$ cat src/rtl/axil_cmd_master_if.sv
// AXI4-Lite bus bundle: master drives address/data/valid and response readies, slave the rest.
interface axi4_lite_if;
  logic [31:0] awaddr;
  logic [2:0]  awprot;
  logic        awvalid;
  logic        awready;
  logic [31:0] wdata;
  logic [3:0]  wstrb;
  logic        wvalid;
  logic        wready;
  logic [1:0]  bresp;
  logic        bvalid;
  logic        bready;
  logic [31:0] araddr;
  logic [2:0]  arprot;
  logic        arvalid;
  logic        arready;
  logic [31:0] rdata;
  logic [1:0]  rresp;
  logic        rvalid;
  logic        rready;

  modport m (
    output awaddr, awprot, awvalid, wdata, wstrb, wvalid, bready, araddr, arprot, arvalid, rready,
    input  awready, wready, bresp, bvalid, arready, rdata, rresp, rvalid
  );
  modport s (
    input  awaddr, awprot, awvalid, wdata, wstrb, wvalid, bready, araddr, arprot, arvalid, rready,
    output awready, wready, bresp, bvalid, arready, rdata, rresp, rvalid
  );
endinterface

$ cat src/rtl/axil_cmd_master.sv
// Single-outstanding AXI4-Lite master: one command in, one registered response out.
// Defining AXIL_TIMEOUT_EN adds a 16-bit watchdog that ends a stalled transfer with resp 2'b11.
module axil_cmd_master #(
  parameter int TIMEOUT_CYCLES = 256
) (
  input  logic        aclk,
  input  logic        aresetn,
  input  logic        cmd_valid,
  output logic        cmd_ready,
  input  logic        cmd_write,
  input  logic [31:0] cmd_addr,
  input  logic [31:0] cmd_wdata,
  input  logic [3:0]  cmd_wstrb,
  output logic        rsp_valid,
  input  logic        rsp_ready,
  output logic [31:0] rsp_rdata,
  output logic [1:0]  rsp_resp,
  output logic        rsp_timeout,
  axi4_lite_if.m      axi
);
  typedef enum logic [2:0] {IDLE, WR, WR_B, RD_AR, RD_R, RSP} state_t;

  state_t      r_state;
  state_t      w_next;
  logic [31:0] r_addr;
  logic [31:0] r_wdata;
  logic [3:0]  r_wstrb;
  logic        r_aw_done;
  logic        r_w_done;
  logic        r_rsp_valid;
  logic [31:0] r_rsp_rdata;
  logic [1:0]  r_rsp_resp;
  logic        w_cmd_hs;
  logic        w_aw_hs;
  logic        w_w_hs;
  logic        w_b_hs;
  logic        w_ar_hs;
  logic        w_r_hs;
  logic        w_tmo_fire;

  // Gated by reset so the command port never advertises readiness while held in reset.
  assign cmd_ready   = (r_state == IDLE) & aresetn;
  assign w_cmd_hs    = cmd_valid & (r_state == IDLE);

  assign axi.awaddr  = r_addr;
  assign axi.awprot  = 3'b000;
  assign axi.awvalid = (r_state == WR) & ~r_aw_done;
  assign axi.wdata   = r_wdata;
  assign axi.wstrb   = r_wstrb;
  assign axi.wvalid  = (r_state == WR) & ~r_w_done;
  assign axi.bready  = (r_state == WR_B);
  assign axi.araddr  = r_addr;
  assign axi.arprot  = 3'b000;
  assign axi.arvalid = (r_state == RD_AR);
  assign axi.rready  = (r_state == RD_R);

  assign w_aw_hs = axi.awvalid & axi.awready;
  assign w_w_hs  = axi.wvalid & axi.wready;
  assign w_b_hs  = axi.bvalid & axi.bready;
  assign w_ar_hs = axi.arvalid & axi.arready;
  assign w_r_hs  = axi.rvalid & axi.rready;

  assign rsp_valid = r_rsp_valid;
  assign rsp_rdata = r_rsp_rdata;
  assign rsp_resp  = r_rsp_resp;

`ifdef AXIL_TIMEOUT_EN
  localparam logic [15:0] TMO_LAST = 16'(TIMEOUT_CYCLES - 1);
  logic [15:0] r_tmo_cnt;
  logic        r_rsp_timeout;
  logic        w_busy;

  assign w_busy      = (r_state == WR) | (r_state == WR_B) | (r_state == RD_AR) | (r_state == RD_R);
  // A real B/R completion landing on the last allowed cycle beats the watchdog.
  assign w_tmo_fire  = w_busy & (r_tmo_cnt == TMO_LAST) & ~w_b_hs & ~w_r_hs;
  assign rsp_timeout = r_rsp_timeout;

  always_ff @(posedge aclk or negedge aresetn) begin
    if (!aresetn) begin
      r_tmo_cnt     <= '0;
      r_rsp_timeout <= 1'b0;
    end else begin
      if (w_cmd_hs) r_tmo_cnt <= '0;
      else if (w_busy) r_tmo_cnt <= r_tmo_cnt + 16'd1;
      if (w_tmo_fire) r_rsp_timeout <= 1'b1;
      else if (w_b_hs | w_r_hs) r_rsp_timeout <= 1'b0;
    end
  end
`else
  assign w_tmo_fire  = 1'b0;
  assign rsp_timeout = 1'b0;
`endif

  always_ff @(posedge aclk or negedge aresetn) begin
    if (!aresetn) r_state <= IDLE;
    else r_state <= w_next;
  end

  always_comb begin
    w_next = r_state;
    case (r_state)
      IDLE:    if (cmd_valid) w_next = cmd_write ? WR : RD_AR;
      WR:      if ((r_aw_done | w_aw_hs) & (r_w_done | w_w_hs)) w_next = WR_B;
      WR_B:    if (w_b_hs) w_next = RSP;
      RD_AR:   if (w_ar_hs) w_next = RD_R;
      RD_R:    if (w_r_hs) w_next = RSP;
      RSP:     if (rsp_ready) w_next = IDLE;
      default: w_next = IDLE;
    endcase
    if (w_tmo_fire) w_next = RSP;
  end

  always_ff @(posedge aclk or negedge aresetn) begin
    if (!aresetn) begin
      r_addr      <= '0;
      r_wdata     <= '0;
      r_wstrb     <= '0;
      r_aw_done   <= 1'b0;
      r_w_done    <= 1'b0;
      r_rsp_valid <= 1'b0;
      r_rsp_rdata <= '0;
      r_rsp_resp  <= '0;
    end else begin
      if (w_cmd_hs) begin
        r_addr    <= cmd_addr;
        r_wdata   <= cmd_wdata;
        r_wstrb   <= cmd_wstrb;
        r_aw_done <= 1'b0;
        r_w_done  <= 1'b0;
      end else begin
        if (w_aw_hs) r_aw_done <= 1'b1;
        if (w_w_hs)  r_w_done  <= 1'b1;
      end
      if (w_tmo_fire) begin
        r_rsp_valid <= 1'b1;
        r_rsp_rdata <= '0;
        r_rsp_resp  <= 2'b11;
      end else if (w_b_hs) begin
        r_rsp_valid <= 1'b1;
        r_rsp_rdata <= '0;
        r_rsp_resp  <= axi.bresp;
      end else if (w_r_hs) begin
        r_rsp_valid <= 1'b1;
        r_rsp_rdata <= axi.rdata;
        r_rsp_resp  <= axi.rresp;
      end else if (r_rsp_valid & rsp_ready) begin
        r_rsp_valid <= 1'b0;
      end
    end
  end
endmodule

$ cat src/flat_wrapper.sv
// flat-port wrapper written by rule: the top's interface ports become plain ports
module axil_cmd_master_flat 
#(
  parameter int TIMEOUT_CYCLES = 256
)
  (aclk, aresetn, cmd_valid, cmd_ready, cmd_write, cmd_addr, cmd_wdata, cmd_wstrb, rsp_valid, rsp_ready, rsp_rdata, rsp_resp, rsp_timeout, axi_awaddr, axi_awprot, axi_awvalid, axi_wdata, axi_wstrb, axi_wvalid, axi_bready, axi_araddr, axi_arprot, axi_arvalid, axi_rready, axi_awready, axi_wready, axi_bresp, axi_bvalid, axi_arready, axi_rdata, axi_rresp, axi_rvalid);
  axi4_lite_if axi_i ();
  input  logic aclk;
  input  logic aresetn;
  input  logic cmd_valid;
  output logic cmd_ready;
  input  logic cmd_write;
  input  logic [31:0] cmd_addr;
  input  logic [31:0] cmd_wdata;
  input  logic [3:0] cmd_wstrb;
  output logic rsp_valid;
  input  logic rsp_ready;
  output logic [31:0] rsp_rdata;
  output logic [1:0] rsp_resp;
  output logic rsp_timeout;
  output wire logic [$bits(axi_i.awaddr)-1:0] axi_awaddr;
  output wire logic [$bits(axi_i.awprot)-1:0] axi_awprot;
  output wire logic [$bits(axi_i.awvalid)-1:0] axi_awvalid;
  output wire logic [$bits(axi_i.wdata)-1:0] axi_wdata;
  output wire logic [$bits(axi_i.wstrb)-1:0] axi_wstrb;
  output wire logic [$bits(axi_i.wvalid)-1:0] axi_wvalid;
  output wire logic [$bits(axi_i.bready)-1:0] axi_bready;
  output wire logic [$bits(axi_i.araddr)-1:0] axi_araddr;
  output wire logic [$bits(axi_i.arprot)-1:0] axi_arprot;
  output wire logic [$bits(axi_i.arvalid)-1:0] axi_arvalid;
  output wire logic [$bits(axi_i.rready)-1:0] axi_rready;
  input wire logic [$bits(axi_i.awready)-1:0] axi_awready;
  input wire logic [$bits(axi_i.wready)-1:0] axi_wready;
  input wire logic [$bits(axi_i.bresp)-1:0] axi_bresp;
  input wire logic [$bits(axi_i.bvalid)-1:0] axi_bvalid;
  input wire logic [$bits(axi_i.arready)-1:0] axi_arready;
  input wire logic [$bits(axi_i.rdata)-1:0] axi_rdata;
  input wire logic [$bits(axi_i.rresp)-1:0] axi_rresp;
  input wire logic [$bits(axi_i.rvalid)-1:0] axi_rvalid;
  assign axi_awaddr = axi_i.awaddr;
  assign axi_awprot = axi_i.awprot;
  assign axi_awvalid = axi_i.awvalid;
  assign axi_wdata = axi_i.wdata;
  assign axi_wstrb = axi_i.wstrb;
  assign axi_wvalid = axi_i.wvalid;
  assign axi_bready = axi_i.bready;
  assign axi_araddr = axi_i.araddr;
  assign axi_arprot = axi_i.arprot;
  assign axi_arvalid = axi_i.arvalid;
  assign axi_rready = axi_i.rready;
  assign axi_i.awready = axi_awready;
  assign axi_i.wready = axi_wready;
  assign axi_i.bresp = axi_bresp;
  assign axi_i.bvalid = axi_bvalid;
  assign axi_i.arready = axi_arready;
  assign axi_i.rdata = axi_rdata;
  assign axi_i.rresp = axi_rresp;
  assign axi_i.rvalid = axi_rvalid;
  axil_cmd_master #(.TIMEOUT_CYCLES(TIMEOUT_CYCLES)) u_core (.aclk(aclk), .aresetn(aresetn), .cmd_valid(cmd_valid), .cmd_ready(cmd_ready), .cmd_write(cmd_write), .cmd_addr(cmd_addr), .cmd_wdata(cmd_wdata), .cmd_wstrb(cmd_wstrb), .rsp_valid(rsp_valid), .rsp_ready(rsp_ready), .rsp_rdata(rsp_rdata), .rsp_resp(rsp_resp), .rsp_timeout(rsp_timeout), .axi(axi_i));
endmodule
$ cat config.mk
export PLATFORM = sky130hd
export DESIGN_NAME = axil_cmd_master_flat
export DESIGN_NICKNAME = d
export VERILOG_FILES = /design/src/rtl/axil_cmd_master_if.sv /design/src/rtl/axil_cmd_master.sv /design/src/flat_wrapper.sv
export SDC_FILE = /design/constraint.sdc
export NUM_CORES = 1
export LEC_CHECK = 0
export BUFFER_PORTS_ARGS = -buffer_cell sky130_fd_sc_hd__buf_4
export CORE_UTILIZATION = 30
export DETAILED_ROUTE_END_ITERATION = 7
export PLACE_DENSITY = 0.61
export SYNTH_ARGS = -nofsm -noshare
export SYNTH_HDL_FRONTEND = slang
export SYNTH_SLANG_ARGS = --single-unit
$ cat constraint.sdc
create_clock -name aclk -period 1.7 [get_ports aclk]
set_clock_uncertainty 0.05 [all_clocks]
set_input_delay 0.34 -clock aclk [delete_from_list [all_inputs] [get_ports aclk]]
set_output_delay 0.34 -clock aclk [all_outputs]
set_load 0.05 [all_outputs]
======== Word level (Yosys, flattened, before mapping) ========
Cells that the tools add are included.
Widths: inputs -> output; s select.
word-level totals
  register bits ........................... 108
  bits of input ports ..................... 114
  output and inout bits ................... 148
  logic and storage cells ................. 60
operators by class
  eq/ne operators ......................... 11
  multiplexer cells ....................... 19
  bitwise logic cells ..................... 15
  reduce and logical (&&, ||, !) cells .... 6
operators by type and width
  operator            number
  $mux 32             2
  $mux 3              6
  $pmux 3 s6          1
  $ne 2x2->1 const B  6
  $and 1x1->1         11
  $mux 1              7
  $eq 3x2->1 const B  2
  $eq 3x3->1 const B  2
  $mux 2              3
  $reduce_and 6->1    1
  $reduce_bool 2->1   3
  $eq 3x1->1 const B  1
  $logic_not 3->1     1
  $reduce_bool 3->1   1
  $not 1->1           2
  $or 1x1->1          2

======== Longest topological paths before layout ========
  word-level depth ........................ 7
  mapped depth ............................ 6
  mapped depth without buffers ............ 4

======== Least setup slack after synthesis ========
No wires, ideal clock.
  kind .................................... reg-to-reg
  start point ............................. register u_core.r_state[1]
  end point ............................... register u_core.r_rsp_rdata[10] (netlist: u_core.rsp_rdata[10])
  library setup time ...................... 0.121 ns
  data arrival time ....................... 1.943 ns
  slack ................................... -0.414 ns
  cell stages (with the launch flop) ...... 7
  buffers on the path ..................... 2
  path through ............................ dfrtp_1 nor3b_2 and2_1 buf_2 a21oi_4 buf_2 a22o_1
on the way
  cells in the longest elaborated chain, start to end .. 3
ends and longest elaborated chain
  what                                line                    source
  start: declaration                  axil_cmd_master.sv:23   state_t r_state;
  start signal: assignment            axil_cmd_master.sv:96   else r_state <= w_next;
  $eq 3x3->1                          axil_cmd_master.sv:55   assign axi.rready = (r_state == RD_R);
  via axi_rready                      flat_wrapper.sv:31      output wire logic [$bits(axi_i.rready)-1:0] axi_rready;
  $and 1x1->1                         axil_cmd_master.sv:61   assign w_r_hs = axi.rvalid & axi.rready;
  $reduce_bool 2->1 (no source line)  -
  end signal: assignment              axil_cmd_master.sv:144  r_rsp_rdata <= axi.rdata;
  end: declaration                    axil_cmd_master.sv:31   logic [31:0] r_rsp_rdata;
The timed path passes the listed nets, and every way through them passes these cells.
A chain may end at the register's enable or synchronous reset.

======== Final worst setup path ========
  start point ............................. register u_core.r_state[0]
  end point ............................... output port axi_rready
on the way
  cells in the longest elaborated chain, start to end .. 1
ends and longest elaborated chain
  what              line
  $eq 3x3->1        axil_cmd_master.sv:55
  end: declaration  flat_wrapper.sv:31
Every way passes these cells.

==> summary.txt <==
Run status
  • Status: finished with violations
  • Failing checks: setup timing

Finish
  • Antenna diodes: 0
  • Commonest non-fill, non-tap cells in the layout: buf_4 (255), dfrtp_1 (105), mux2_4 (57)
  • Nets: about 660
  • P&R area growth vs syn: 58.4%
  • Layout cells sized above 1: 0.665
  • FILL cells: between 1000 and 1500
  • Commonest non-fill, non-tap cell in the layout: buf_4
  • Post-route insts no fill: 733

Setup path
  • Crit Path Max Fanout: 4
  • Critical path launch point type: flip-flop
  • CP bufs+invs: 2
  • WP data required: 1.31 ns
  • Setup Crit Path Kind: flip-flop to output port
  • Crit-path cells: buf_4, nor3b_4, buf_6
  • Critical Path AT: ~1.4 ns
  • Max stage delay on crit path: around 0.45 ns
  • CP Capture Type: output port
  • Slowest cell on crit path: dfrtp_2
  • Critical path's top delay family: flip-flops

Detailed routing
  • Drt via density: 4.55
  • Starting DRT DRC Count: between 100 and 150
  • Via count: ~3300
  • Residual DRC: 0
  • Wire per inst: about 17 um
  • Drt total wl: 12.4 mm
  • Routed Antenna Nets: 0
  • TritonRoute pass-1 iters: 4

Floorplan
  • Starting density of the core: 0.308
  • Core Region: ~0.015 mm^2
  • Site Rows: 44
  • Total Die Area: approximately 0.015 mm^2
  • Die Width: 124 um
  • I/O Pins: ~260
  • Die Y: roughly 120 um

GRT
  • Gr usage total: 0.144
  • Initial antenna violation count: 0
  • Gr ovfl total: 0
  • Largest net degree at the start of global routing: about 110
  • Vias in the first global route: 3168
  • First-pass GRT wire length: ~16 mm

Timing
  • F_max: 571 MHz
  • Worst Max-Slew Pin Slew: approximately 0.58 ns
  • Crit share post-route: 1.03
  • Max-slew violations: 0
  • Period minus WS final: 1.75 ns
  • Finish-stage setup viols: 28
  • Final setup margin: -0.0517 ns
  • RSZ-0062 raised after global routing: true
  • Final Hold Vio Count: 0
  • Slew HR: 0.613

Clock tree
  • Root Driver: clkbuf_16
  • CTS tree: done
  • Clock Sinks: ~110
  • Clk slew on worst S/H paths: approximately 0.07 ns
  • Clock Path Buffers: 2
  • CTS Buf Count: 9
  • Clk_lat worst skew: approximately 0.34 ns
  • H-tree lvl count: 3
  • Hold-fix buffers, CTS: 0

Yosys
  • Synth top area cells: dfrtp_1 (60%), mux2_1 (12%), mux2_4 (6.7%), buf_4 (6.5%), a22o_1 (6.3%)
  • Post-Syn Area: 0.00447 mm^2
  • Synth Area per Inst: around 15 um^2
  • Post-synthesis cell count: 306
  • Seq cells post-synth: 108
  • Netlist cell types: 28
  • Register area share after synthesis: 0.604
  • Synth top area share: 0.604
  • Ys Warns: 0
  • Area leader, netlist: dfrtp_1

Place
  • Port buffer count: 254
  • Placed insts: slightly above 700
  • Final GP Congestion: about 0.69
  • Hpwl dp: about 8.3 mm

Run
  • Max Cap Viol: 0

Worst hold path
  • Min-delay worst type: input pin to async pin
## logic make-up (layout without fill, tap and decap cells)
family / after synthesis / after routing / share of synthesized area
other: 1 / 7 / 0.000838
buffers and inverters: 57 / 292 / 0.0892
AND/OR/NAND/NOR: 25 / 25 / 0.0294
flip-flops: 108 / 108 / 0.604
multiplexers: 70 / 70 / 0.193
AO/OA/AOI/OAI: 45 / 47 / 0.0839
## metrics by stage
stage	util	hold WS, ns	TNS (ns)	cell area, um^2	worst slack [ns]
floorplan	-	-0.00559	-4.96	4540	-0.157
global placement	0.438	0.421	-1.87	6370	-0.0845
detailed placement	0.438	0.427	-4.59	6370	-0.163
CTS	0.468	0.0771	-0.184	6810	-0.0735
global route	0.488	0.0746	-4.21	7090	-0.108
finish	0.488	0.0275	-0.654	7090	-0.0517
## per-layer routing
metal	vias up	GRT usage	wire (um)
met2	168	0.242	6290
li1	1511	-	-
met4	0	0.0640	171
met1	1644	0.172	4990
met5	-	0	0
met3	11	0.0380	969
## sequential cells by signal, summed over array words and instances, names as in the netlist
| register | count |
|---|---|
| u_core.rsp_valid | 1 |
| u_core.rsp_resp | 2 |
| u_core.r_state | 3 |
| u_core.axi.wstrb | 4 |
| u_core.axi.araddr | 32 |
| u_core.rsp_rdata | 32 |
| u_core.r_w_done | 1 |
| u_core.axi.wdata | 32 |
| u_core.r_aw_done | 1 |
## synth_stat cells
library cell / number
nand3b_1: 1
mux2_1: 49
a21boi_0: 1
buf_4: 39
and2_1: 3
buf_2: 13
a21oi_4: 1
o21ai_1: 1
nor2_1: 7
nor2b_1: 1
nand2b_1: 3
nand2_1: 5
a22o_1: 32
conb_1: 1
buf_6: 3
o211ai_1: 1
inv_1: 2
a21oi_1: 5
nor3b_2: 1
mux2_4: 20
o21ai_0: 1
dfrtp_1: 108
nand3_1: 1
a221o_1: 2
mux2i_1: 1
nor3_1: 1
and3_1: 2
o221ai_1: 1
## cell type report
type,count,area (um^2),share of cell area
clock buffer,9,225,0.0318
sequential,108,2710,0.382
tap,184,230,0.0325
inverter,2,7.51,0.00106
clock inverter,7,83.8,0.0118
multi-input combinational,149,1620,0.229
timing repair buffer,274,2210,0.312
## final timing paths
kind	startpoint	to	slack (ns)	depth (start not counted)
worst max-delay path	u_core.r_state[0]$_DFFE_PN0P_	axi_rready	-0.05	3
worst min-delay path	aresetn	u_core.axi.araddr[15]$_DFFE_PN0P_	0.03	2
worst max register to register	u_core.r_state[1]$_DFFE_PN0P_	u_core.axi.araddr[7]$_DFFE_PN0P_	-0.04	5
worst min register to register	u_core.axi.wdata[6]$_DFFE_PN0P_	u_core.axi.wdata[6]$_DFFE_PN0P_	0.44	1
max in group asynchronous	aresetn	u_core.r_state[0]$_DFFE_PN0P_	1.12	2
min in group aclk	rsp_ready	u_core.rsp_valid$_DFFE_PN0P_	0.13	2
## worst register-to-register path, stage by stage (launching register included)
cell and delay, ns:
dfrtp_2 0.49, nor3_4 0.21, and2_4 0.28, buf_6 0.13, clkbuf_16 0.15, mux2_4 0.30
## repair_timing
item,4_1_cts,5_1_grt
setup endpoints to repair,84,65
gates resized for setup,26,42
cloned,1,5
pin swaps,3,4
setup buffers,3,4
Power is not shown: default switching activity piles up to over one toggle a cycle in this logic, so the estimate is an artifact.
